### src/rtl/operand_tf_ctrl.sv
// ----------------------------------------------------------------------------
// operand_tf_ctrl
// Sequencing and packing stage in front of the operand_tf_lane array. It takes
// one MX block per handshake, fans its elements and scales out to the lanes,
// steps the lanes through an even pass and then an odd pass, and captures the
// lane results into a valid/ready output register.
//
// Optional feature macro: OPERAND_TF_CTRL_PERF_EN (performance counters).
//
// Ports:
//   clk, rst                 clock, synchronous active-high reset
//   in_valid / in_ready      input block handshake
//   in_elems, in_scales      2*NUM_LANES elements, NUM_LANES micro scales
//   lane_load                broadcast load_input (in_valid while IDLE)
//   lane_iter_sel, lane_we   broadcast iter_sel / we_result
//   lane_elem0/1, lane_scale per-lane operands sliced from the input block
//   lane_res0/1              per-lane results
//   out_valid/ready, out_data packed result register and its handshake
//   busy                     controller not in IDLE
//   perf_blk_cnt             delivered blocks (0 when counters are disabled)
//   perf_stall_cnt           DONE cycles blocked by a full output register
// ----------------------------------------------------------------------------

package operand_tf_pkg;
   localparam int unsigned ELEM_WIDTH_IN  = 8;
   localparam int unsigned ELEM_WIDTH_OUT = 16;
   localparam int unsigned SCALE_WIDTH    = 8;
endpackage

module operand_tf_ctrl #(
   parameter int unsigned NUM_LANES      = 8,
   parameter int unsigned ELEM_WIDTH_IN  = operand_tf_pkg::ELEM_WIDTH_IN,
   parameter int unsigned ELEM_WIDTH_OUT = operand_tf_pkg::ELEM_WIDTH_OUT,
   parameter int unsigned SCALE_WIDTH    = operand_tf_pkg::SCALE_WIDTH
) (
   input  logic                                    clk,
   input  logic                                    rst,
   input  logic                                    in_valid,
   output logic                                    in_ready,
   input  logic [2*NUM_LANES*ELEM_WIDTH_IN-1:0]    in_elems,
   input  logic [NUM_LANES*SCALE_WIDTH-1:0]        in_scales,
   output logic                                    lane_load,
   output logic                                    lane_iter_sel,
   output logic                                    lane_we,
   output logic [NUM_LANES*ELEM_WIDTH_IN-1:0]      lane_elem0,
   output logic [NUM_LANES*ELEM_WIDTH_IN-1:0]      lane_elem1,
   output logic [NUM_LANES*SCALE_WIDTH-1:0]        lane_scale,
   input  logic [NUM_LANES*ELEM_WIDTH_OUT-1:0]     lane_res0,
   input  logic [NUM_LANES*ELEM_WIDTH_OUT-1:0]     lane_res1,
   output logic                                    out_valid,
   input  logic                                    out_ready,
   output logic [2*NUM_LANES*ELEM_WIDTH_OUT-1:0]   out_data,
   output logic                                    busy,
   output logic [31:0]                             perf_blk_cnt,
   output logic [31:0]                             perf_stall_cnt
);

   localparam int unsigned OUT_W = 2 * NUM_LANES * ELEM_WIDTH_OUT;

   typedef enum logic [1:0] {
      ST_IDLE = 2'd0,
      ST_EVEN = 2'd1,
      ST_ODD  = 2'd2,
      ST_DONE = 2'd3
   } state_t;

   state_t             r_state;
   logic               r_in_ready;
   logic               r_busy;
   logic               r_we;
   logic               r_iter_sel;
   logic               r_out_valid;
   logic [OUT_W-1:0]   r_out_data;
   logic [OUT_W-1:0]   w_pack;
   logic               w_out_free;

   // Lane operand fan-out: element 2i -> lane i elem_0, 2i+1 -> lane i elem_1.
   always_comb begin
      lane_elem0 = '0;
      lane_elem1 = '0;
      lane_scale = '0;
      for (int i = 0; i < NUM_LANES; i++) begin
         lane_elem0[i*ELEM_WIDTH_IN +: ELEM_WIDTH_IN] = in_elems[(2*i)*ELEM_WIDTH_IN +: ELEM_WIDTH_IN];
         lane_elem1[i*ELEM_WIDTH_IN +: ELEM_WIDTH_IN] = in_elems[(2*i+1)*ELEM_WIDTH_IN +: ELEM_WIDTH_IN];
         lane_scale[i*SCALE_WIDTH +: SCALE_WIDTH]     = in_scales[i*SCALE_WIDTH +: SCALE_WIDTH];
      end
   end

   // Result packing: word 2i = lane i res0, word 2i+1 = lane i res1.
   always_comb begin
      w_pack = '0;
      for (int i = 0; i < NUM_LANES; i++) begin
         w_pack[(2*i)*ELEM_WIDTH_OUT +: ELEM_WIDTH_OUT]   = lane_res0[i*ELEM_WIDTH_OUT +: ELEM_WIDTH_OUT];
         w_pack[(2*i+1)*ELEM_WIDTH_OUT +: ELEM_WIDTH_OUT] = lane_res1[i*ELEM_WIDTH_OUT +: ELEM_WIDTH_OUT];
      end
   end

   // Output register can take new data when empty or draining this cycle.
   assign w_out_free = !r_out_valid || out_ready;

   // Sequencer: lane controls are registered one cycle ahead of the state they belong to.
   always_ff @(posedge clk) begin
      if (rst) begin
         r_state     <= ST_IDLE;
         r_in_ready  <= 1'b1;
         r_busy      <= 1'b0;
         r_we        <= 1'b0;
         r_iter_sel  <= 1'b0;
         r_out_valid <= 1'b0;
         r_out_data  <= '0;
      end else begin
         r_we       <= 1'b0;
         r_iter_sel <= 1'b0;
         if (r_out_valid && out_ready) begin
            r_out_valid <= 1'b0;
         end
         case (r_state)
            ST_IDLE: begin
               if (in_valid) begin
                  r_state    <= ST_EVEN;
                  r_in_ready <= 1'b0;
                  r_busy     <= 1'b1;
                  r_we       <= 1'b1;
               end
            end
            ST_EVEN: begin
               r_state    <= ST_ODD;
               r_we       <= 1'b1;
               r_iter_sel <= 1'b1;
            end
            ST_ODD: begin
               r_state <= ST_DONE;
            end
            ST_DONE: begin
               // A reload overrides the drain above, keeping out_valid high.
               if (w_out_free) begin
                  r_out_data  <= w_pack;
                  r_out_valid <= 1'b1;
                  r_state     <= ST_IDLE;
                  r_in_ready  <= 1'b1;
                  r_busy      <= 1'b0;
               end
            end
            default: begin
               r_state <= ST_IDLE;
            end
         endcase
      end
   end

   assign in_ready      = r_in_ready;
   assign lane_load     = r_in_ready & in_valid;
   assign lane_iter_sel = r_iter_sel;
   assign lane_we       = r_we;
   assign out_valid     = r_out_valid;
   assign out_data      = r_out_data;
   assign busy          = r_busy;

`ifdef OPERAND_TF_CTRL_PERF_EN
   logic [31:0] r_blk_cnt;
   logic [31:0] r_stall_cnt;

   // Delivered-block and output-stall counters; both wrap modulo 2^32.
   always_ff @(posedge clk) begin
      if (rst) begin
         r_blk_cnt   <= '0;
         r_stall_cnt <= '0;
      end else begin
         if (r_out_valid && out_ready) begin
            r_blk_cnt <= r_blk_cnt + 32'd1;
         end
         if ((r_state == ST_DONE) && !w_out_free) begin
            r_stall_cnt <= r_stall_cnt + 32'd1;
         end
      end
   end

   assign perf_blk_cnt   = r_blk_cnt;
   assign perf_stall_cnt = r_stall_cnt;
`else
   assign perf_blk_cnt   = 32'd0;
   assign perf_stall_cnt = 32'd0;
`endif

endmodule

### config.mk
export PLATFORM = sky130hd
export DESIGN_NAME = operand_tf_ctrl
export DESIGN_NICKNAME = d
export VERILOG_FILES = /design/src/rtl/operand_tf_ctrl.sv
export SDC_FILE = /design/constraint.sdc
export NUM_CORES = 1
export LEC_CHECK = 0
export ABC_AREA = 1
export BUFFER_PORTS_ARGS = -buffer_cell sky130_fd_sc_hd__clkbuf_2
export CAP_MARGIN = 5
export CORE_AREA = 3 3 381 383
export DETAILED_ROUTE_END_ITERATION = 10
export DIE_AREA = 0 0 384 386
export SYNTH_ARGS = -nofsm -noshare
export SYNTH_HDL_FRONTEND = slang
export SYNTH_SLANG_ARGS = --single-unit
### constraint.sdc
create_clock -name clk -period 4 [get_ports clk]
set_clock_uncertainty 0.05 [all_clocks]
set_input_delay 0.8 -clock clk [delete_from_list [all_inputs] [get_ports clk]]
set_output_delay 0.8 -clock clk [all_outputs]
set_load 0.05 [all_outputs]
# ---- Word-level counts from Yosys, hierarchy flattened
# Cells that the tools add are included.
dict set report op_classes {
  muxes 15
  eq_ne 5
  reduce_logical 8
  bitwise 1
}
# op count
set op_table {}
lappend op_table {{two-way mux 1 bit} 9}
lappend op_table {{case mux 2 bit (4 select lines)} 1}
lappend op_table {{case mux 1 bit (2 select lines)} 3}
lappend op_table {{equality test 2 bit (second input constant)} 2}
lappend op_table {{two-way mux 2 bit} 2}
lappend op_table {{!= test 2 bit (second input constant)} 2}
lappend op_table {{AND reduction 2 bit} 2}
lappend op_table {{AND reduction 3 bit} 1}
lappend op_table {{equality test 2 x 1 -> 1 bit (second input constant)} 1}
lappend op_table {{zero test 2 bit} 1}
lappend op_table {{nonzero test 2 bit} 1}
lappend op_table {{bitwise AND 1 bit} 1}
lappend op_table {{logical AND 1 bit} 1}
lappend op_table {{zero test 1 bit} 1}
lappend op_table {{logical OR 1 bit} 1}
dict set report word_totals {
  ff_bits 263
  input_bits 452
  output_inout_bits 518
  word_cells 36
}

# ---- Depth between registers and ports, before layout
# Gate-level depths: netlist (run 1).
dict set report logic_depth {
  word_depth 4
  depth_mapped 8
  depth_no_buf 7
}

# ---- Worst setup path after synthesis (run 1)
# Ideal clock, no wire load.
dict set report synth_timing {
  path_type {input to output}
  startpoint {input port in_valid}
  endpoint {output port lane_load}
  required_time_ns 3.150
  slack_ns 1.981
  t_arrival_ns 1.169
  n_path_buf 0
  path_stages 2
  cell_sequence {nand2_1 > inv_1}
}
dict set report synth_between {
  elab_chain_cells 1
}
# item line_no
set synth_lines {}
lappend synth_lines {{start, declared} 38} ;# input logic in_valid,
lappend synth_lines {{bitwise AND 1 bit} 152} ;# assign lane_load = r_in_ready & in_valid;
lappend synth_lines {{end, declared} 42} ;# output logic lane_load,
# No other way between the ends.

# ---- Worst setup path in the final report (run 1)
dict set report layout_timing {
  startpoint {register r_state[0]}
  endpoint {register r_out_data[102] (netlist: out_data[102])}
}
dict set report layout_between {
  elab_chain_cells 2
}
# item line_no
set layout_lines {}
lappend layout_lines {{start, declared} 67} ;# state_t r_state;
lappend layout_lines {{start signal, assigned} 104} ;# r_state <= ST_IDLE;
lappend layout_lines {{start signal, assigned} 120} ;# r_state <= ST_EVEN;
lappend layout_lines {{start signal, assigned} 127} ;# r_state <= ST_ODD;
lappend layout_lines {{equality test 2 bit} 117} ;# case (r_state)
lappend layout_lines {{AND reduction 2 bit (no line)} --}
lappend layout_lines {{end signal, assigned} 137} ;# r_out_data <= w_pack;
lappend layout_lines {{end, declared} 73} ;# logic [OUT_W-1:0] r_out_data;
# No other way between the ends.
# A chain may end at the register's enable or synchronous reset.

==> results of run 1 <==
==> stage by stage <==
step	total power [uW]	std cells
after detailed placement	8290	3560
after floorplan	7470	1478
after CTS	11800	3629
after global placement	8230	3560
final	11500	3657
after global routing	12200	3629
==> state kept, by name (all words and copies together), names as in the netlist <==
register	flops
out_data	256
r_state	2
busy	1
in_ready	1
lane_iter_sel	1
lane_we	1
out_valid	1
==> power groups by stage <==
stage / Combinational, uW / Clock, uW / Sequential [uW]
finish: 4550 / 3380 / 3570
floorplan: 1870 / 0 / 5600
global placement: 4630 / 0 / 3600
detailed placement: 4660 / 0 / 3630
global route: 4910 / 3650 / 3630
CTS: 4670 / 3570 / 3570
==> cells by family (layout without fill, tap and decap cells) <==
kind of cell    count (synthesis)  after routing  share of synthesized area [%]
buf+inv                       350            611                           21.7
other cells                     1             92                         0.0339
simple gates                  535            535                           18.3
compound gates                260            260                           11.7
flops                         263            263                           47.5
fa+ha+maj                       6              6                          0.678
==> path summary, 6_finish.rpt <==
check,end,cells past startpoint
max,out_data[102],6
min reg2reg,busy,2
max reg2reg,out_data[102],6
min,out_data[128],3
==> critical path: stages, from the launching register on <==
cell     delay [ns]
dfxtp_1        0.41
ha_1           0.34
nand2_8        0.23
inv_8          0.53
buf_4          0.33
nor2_1         0.06
nor2_1         0.10
==> layout by cell type (no fill, tap or decap) <==
| cell | n |
|---|---|
| clkbuf_16 | 38 |
| clkinv_8 | 1 |
| clkinv_2 | 3 |
| inv_6 | 5 |
| nor2_1 | 516 |
| ha_1 | 6 |
| clkbuf_2 | 521 |
| nand2_2 | 1 |
| buf_12 | 5 |
| clkinv_4 | 5 |
| nand4_1 | 2 |
| nand3_1 | 6 |
| nand3b_1 | 1 |
| conb_1 | 64 |
| inv_2 | 1 |
| inv_8 | 5 |
| nand2_1 | 8 |
| buf_4 | 6 |
| nand2_8 | 1 |
| a21oi_1 | 4 |
| o21ai_1 | 37 |
| inv_1 | 7 |
| bufinv_16 | 1 |
| clkbuf_8 | 6 |
| clkbuf_1 | 7 |
| diode_2 | 28 |
| o21ai_0 | 219 |
| dfxtp_1 | 263 |
==> metal layers <==
metal	part of all wire [%]	vias up	track usage [%]
li1	-	4805	-
met1	34	4596	8.05
met2	42	627	12.2
met3	21	193	8.29
met4	3.2	70	2.88
met5	0.78	-	0.265
==> area by class of cell <==
type | instances | area share, %
clock inverter | 18 | 1.19
sequential | 263 | 34.2
inverter | 10 | 0.341
multi-input combinational | 865 | 23.8
antenna | 28 | 0.455
clock buffer | 51 | 6.88
timing repair buffer | 532 | 17.9
tap | 1890 | 15.3
==> results.toml, run 1 <==
[placed_design]
port_buffers = 521
dp_hpwl_um = 54600
place_area_um2 = 14100
gp_congestion = 0.682
place_ws_ns = 1.34

[layout]
n_fill_cell = 16500
num-nets-final = 2168
utilization_pct = 10.9
regArea_um2 = 5270
design_area_um2 = 15400
multi_input_area_um2 = 3660
syn2layout_area_growth_pct = 39.1
drive_gt1_share_pct = 34.4

[power_and_ir_drop]
power_frac_comb_pct = 39.6
p_int_uw = 6140
clkPwrFrac_pct = 29.4
p_sw_share_pct = 46.5
leakagePower_uw = 0.00640
power_density_nw_per_um2 = 746
switchingPower_uw = 5350
pwr-share-seq_pct = 31.0
ir_worst_vdd_v = 0.000299

[floorplanning]
start_util_pct = 7.81
dieArea_um2 = 148000
ios = 970
rows = 138
core-area_um2 = 142000
die_h_um = 386
die_w_um = 384

[synth]
ys_ff_latch = 263
synth_edf_count = 0
syn_inst = 1415
async_reset_ff_share_pct = 0
yosysWarnings = 0
synthesis.area_um2 = 11100
ys.flop_type = "dfxtp_1"
synth.area.top_cells = "dfxtp_1, buf_4, nor2_1"
synth_commonest_cells = "nor2_1, buf_4, dfxtp_1"
synth.most_common_cell = "nor2_1"
yosysSeqAreaShare_pct = 47.5
yosys.area.top_type = "dfxtp_1"
synth.avg_cell_area_um2 = 7.83
synth_top_area_share_pct = 47.5
ys_types = 19

[drt]
drtIter0Drc = 472
dr_total_vias = 10300
via_per_inst = 2.81
drc = 0
wire_per_inst_um = 18.1
ant_nets = 0
drt_wl_total_um = 66100
first_pass_iters = 4

[grt]
antenna_found_initial = 82
grt_pass1_vias = 9555
grt_first_pass_wirelength_um = 83200
grt.overflow.total = 0
grt.total_usage_pct = 8.37
grt_max_degree = 151

[sta]
drv_slew = 0
setup_slack_ns = 1.69
worstMarginPinSlew_ns = 0.902
post-route-period-util_pct = 57.7
whs_ns = 0.398
tns_ns = 0
hold_viol = 0
slew_headroom_pct = 39.9
max_freq_mhz = 433
rsz0062_at_grt = "no"
setup_viol = 0
min_period_ns = 2.31

[clock_network]
cts.repair.resized = 0
post-cts-setup-buffers = 0
insertion_delay_ns = 0.57
cts-root-buf = "clkbuf_16"
htreeDepth = 2
cts_buffers = 38
cts_tree = "built"
cts_hold_buffers = 0
numClockSinks = 263
clk_path_buf_depth = 3
clkTransAtPathRegs_ns = 0.07

[worst_setup_path]
cp.arrival_ns = 2.77
crit_start = "r_state[0]"
timing.rr.start = "r_state[0]"
required_ns = 4.46
crit_fanout = 112
end_kind = "flop"
ff2ff_setup_slack_ns = 1.69
critPathLaunchType = "flop"
critPathKind = "reg2reg"

[status]
status = "complete, no violations"

[hold_path]
min_path_type = "in2reg"
hold_start = "lane_res0[64]"

[job]
cap_violations = 0
Power figures use the tool's default switching activity.
==> inputs of run 2 (changes only) <==
Settings changed: CORE_AREA 3 3 381 383 to 3 3 373 375, DIE_AREA 0 0 384 386 to 0 0 376 378.
Clock period 4 ns to 2.3 ns, I/O delays scaled along.
==> results.toml, run 2 (synthesized netlist as in run 1, its figures left out) <==
[floorplanning]
rows = 135
ios = 970
dieArea_um2 = 142000
start_util_pct = 8.17
die_h_um = 378
core-area_um2 = 136000
die_w_um = 376

[sta]
rsz0062_at_grt = "no"
setup_slack_ns = 0.282
setup_viol = 0
post-route-period-util_pct = 87.8
whs_ns = 0.0738
slew_headroom_pct = 61.1
min_period_ns = 2.02
drv_slew = 0
tns_ns = 0
max_freq_mhz = 495
worstMarginPinSlew_ns = 0.584
hold_viol = 0

[clock_network]
cts-root-buf = "clkbuf_16"
numClockSinks = 263
htreeDepth = 2
clk_path_buf_depth = 3
clkTransAtPathRegs_ns = 0.06
cts_buffers = 39
cts_tree = "built"
insertion_delay_ns = 0.57
cts.repair.resized = 0

[worst_setup_path]
ff2ff_setup_slack_ns = 0.28
crit_fanout = 34
critical-path-top-delay-family = "buffers and inverters"
max_stage_delay_ns = 0.41
crit_slowest_cell = "dfxtp_1"
cp.arrival_ns = 2.43
crit_buf_inv = 2
timing.rr.start = "r_state[1]"
required_ns = 2.71
crit_start = "r_state[1]"
r2r_end = "out_data[170]"
critPathLaunchType = "flop"
end_kind = "flop"
endpoint = "out_data[170]"
worst-path-stages = 6
critPathKind = "reg2reg"
r2r_cells = 6
crit_path_cell_trace = "ha_1, nand2_8, buf_12, buf_4, o21ai_0, nor2_1"

[drt]
first_pass_iters = 5
drt_wl_total_um = 60000
drc = 0
dr_total_vias = 10200
wire_per_inst_um = 16.8
drtIter0Drc = 438
ant_nets = 0
via_per_inst = 2.86

[grt]
grt-busiest-layer = "met2"
grtUsageMet3_pct = 7.11
met2_usage_pct = 11.4
grt_util_met1_pct = 8.14
grt.overflow.total = 0
grt.total_usage_pct = 7.97
grt_first_pass_wirelength_um = 78000
antenna_found_initial = 55
grt_pass1_vias = 9532
grt_max_degree = 87

[placed_design]
gp_congestion = 0.712
place_ws_ns = 0.256
dp_hpwl_um = 49500
port_buffers = 521

[power_and_ir_drop]
total_power_uw = 20400
leakagePower_uw = 0.00660
power_density_nw_per_um2 = 1300
ir_worst_vdd_v = 0.000706

[layout]
syn2layout_area_growth_pct = 41.2
regArea_um2 = 5270
drive_gt1_share_pct = 35.5
mostFrequentLayoutCells = "clkbuf_2, nor2_1, dfxtp_1"
num-nets-final = 2201
largest_reg_flops = 256
multi_input_area_um2 = 3660
mostFrequentLayoutCell = "clkbuf_2"
n_fill_cell = 15700

[hold_path]
min_path_type = "in2reg"

[status]
status = "complete, no violations"

[job]
cap_violations = 0
## run 2: layout make-up
type | instances | share of cell area, %
flip-flops and latches | 263 | 33.7
multi-input cells | 865 | 23.4
repair buffers | 564 | 19.7
well taps | 1781 | 14.2
clock buffers | 46 | 6.86
clock inverters | 22 | 1.38
diodes | 23 | 0.368
inverters | 10 | 0.336
## run 2: timing repair
item / CTS / global route
setup buffers: 0 / 0
hold endpoints to repair: 8 / 0
hold buffers: 8 / 0
## run 2: metal layers
layer | vias to the layer above | wire, um
li1 | 4856 | -
met1 | 4537 | 22100
met2 | 611 | 24700
met3 | 184 | 10700
met4 | 50 | 2100
met5 | - | 401
## run 2: where the power goes
group,switching [uW],total (uW),leakage (uW),internal (uW)
sequential,574,6180,0.00214,5610
clock,2530,6130,0.000638,3590
combinational,6280,8070,0.00382,1790
total,9390,20400,0.00660,11000
## run 2: worst min path at each step
stage / from / to / slack (ns) / cells after the start
2_1_floorplan: r_state[1] / r_state[1] / 0.48 / 2
3_3_place_gp: busy / busy / 0.41 / 2
3_5_place_dp: busy / busy / 0.41 / 2
4_1_cts: lane_res0[27] / out_data[43] / 0.0005 / 3
5_1_grt: lane_res0[123] / out_data[235] / 0.03 / 3
6_report: lane_res0[74] / out_data[138] / 0.07 / 3
## run 2: per-stage QoR
stage | cell area, um2 | std cells | utilization (%)
final | 15600 | 3574 | 11.5
after detailed placement | 14200 | 3475 | 10.5
after global routing | 15600 | 3552 | 11.5
after global placement | 14200 | 3475 | 10.5
after floorplan | 11300 | 1478 | -
after CTS | 15600 | 3551 | 11.5
## run 2: worst min-delay path, stage by stage
cell,delay (ns)
clkbuf_2,0.07
o21ai_1,0.06
nor2_1,0.07
==> inputs of run 3 (changes only) <==
Settings changed: RECOVER_POWER set to 50.
==> results.toml, run 3 (synthesized netlist as in run 1, its figures left out) <==
[worst_setup_path]
crit_start = "r_state[1]"
r2r_cells = 6
endpoint = "out_data[227]"
critPathKind = "reg2reg"
ff2ff_setup_slack_ns = 0.30
end_kind = "flop"
timing.rr.start = "r_state[1]"
crit_fanout = 34
r2r_end = "out_data[227]"
critPathLaunchType = "flop"
required_ns = 2.71
cp.arrival_ns = 2.41

[grt]
grt.total_usage_pct = 7.97
grt_max_degree = 87
grt_pass1_vias = 9532
grt_first_pass_wirelength_um = 78000
grt.overflow.total = 0
antenna_found_initial = 55

[sta]
tns_ns = 0
whs_ns = 0.0704
slew_headroom_pct = 55.4
hold_viol = 0
rsz0062_at_grt = "no"
worstMarginPinSlew_ns = 0.672
post-route-period-util_pct = 87.1
min_period_ns = 2.00
max_freq_mhz = 499
setup_viol = 0
drv_slew = 0

[drt]
drt_wl_total_um = 60100
wire_per_inst_um = 16.8
first_pass_iters = 5
ant_nets = 0
dr_total_vias = 10200
top_layer = "met5"
wl_met1_um = 22000
via_per_inst = 2.86
dr_wl_met2_um = 24800
drc = 0
met3_length_um = 10900
drtIter0Drc = 440

[power_and_ir_drop]
switchingPower_uw = 9380
clkPwrFrac_pct = 30.3
power_frac_comb_pct = 39.2
ir_worst_vdd_v = 0.000704
p_sw_share_pct = 46.4
pwr-share-seq_pct = 30.6
power_density_nw_per_um2 = 1310
leakagePower_uw = 0.00608
p_int_uw = 10800
total_power_uw = 20200

[clock_network]
post-cts-setup-buffers = 0
cts.repair.resized = 0
cts-root-buf = "clkbuf_16"
cts_buffers = 39
cts_tree = "built"
clk_path_buf_depth = 3
clkTransAtPathRegs_ns = 0.06
insertion_delay_ns = 0.57
numClockSinks = 263
htreeDepth = 2

[layout]
n_fill_cell = 15800
utilization_pct = 11.4
mostFrequentLayoutCells = "nor2_1, clkbuf_2, dfxtp_1"
drive_gt1_share_pct = 26.9
num-nets-final = 2201
syn2layout_area_growth_pct = 39.5
mostFrequentLayoutCell = "nor2_1"
largest_reg_flops = 256

[floorplanning]
core-area_um2 = 136000
dieArea_um2 = 142000
die_w_um = 376
rows = 135
start_util_pct = 8.17
die_h_um = 378
ios = 970

[job]
cap_violations = 0

[placed_design]
gp_congestion = 0.712
dp_hpwl_um = 49500
port_buffers = 521

[hold_path]
min_path_type = "in2reg"

[status]
status = "complete, no violations"
==> run 3: cell type report <==
cell class,instances,area [um2],area share [%]
well taps,1781,2230,14.4
diodes,22,55.1,0.356
clock buffers,46,1070,6.95
inverters,10,52.6,0.340
repair buffers,564,2900,18.8
flip-flops and latches,263,5270,34.1
multi-input cells,865,3660,23.7
clock inverters,22,216,1.40
==> run 3: stage by stage <==
stage	setup WS, ns	std cells	cell area (um2)
after floorplan	0.747	1478	11300
after global placement	0.321	3475	14200
after detailed placement	0.256	3475	14200
after CTS	0.198	3551	15600
after global routing	0.165	3552	15400
final	0.297	3573	15400
==> run 3: critical path: stages, from the launching register on <==
cell     delay [ns]
dfxtp_1        0.41
ha_1           0.34
nand2_8        0.24
buf_12         0.25
buf_12         0.17
o21ai_0        0.29
nor2_1         0.07
==> run 3: power groups by stage <==
stage / combinational (uW) / clock (uW) / sequential [uW]
after floorplan: 3260 / 0 / 9730
after global placement: 8180 / 0 / 6240
after detailed placement: 8220 / 0 / 6290
after CTS: 8240 / 6510 / 6190
after global routing: 8530 / 6600 / 6300
final: 7920 / 6120 / 6180
==> run 3: worst min path at each step <==
stage / to / slack [ns] / startpoint / depth (start not counted)
3_5_place_dp: busy / 0.41 / busy / 2
4_1_cts: out_data[43] / 0.0005 / lane_res0[27] / 3
3_3_place_gp: busy / 0.41 / busy / 2
6_report: out_data[138] / 0.07 / lane_res0[74] / 3
5_1_grt: out_data[235] / 0.03 / lane_res0[123] / 3
2_1_floorplan: r_state[1] / 0.48 / r_state[1] / 2
==> run 3: timing repair <==
item                                   4_1_cts  5_1_grt
hold buffers                                 8        0
endpoints found under the hold margin        8        0
setup endpoints to repair                    0        0
==> run 3: per-layer routing <==
metal | global-route usage [%] | vias up
li1 | - | 4858
met1 | 8.14 | 4519
met2 | 11.4 | 619
met3 | 7.11 | 180
met4 | 3.11 | 50
met5 | 0.515 | -
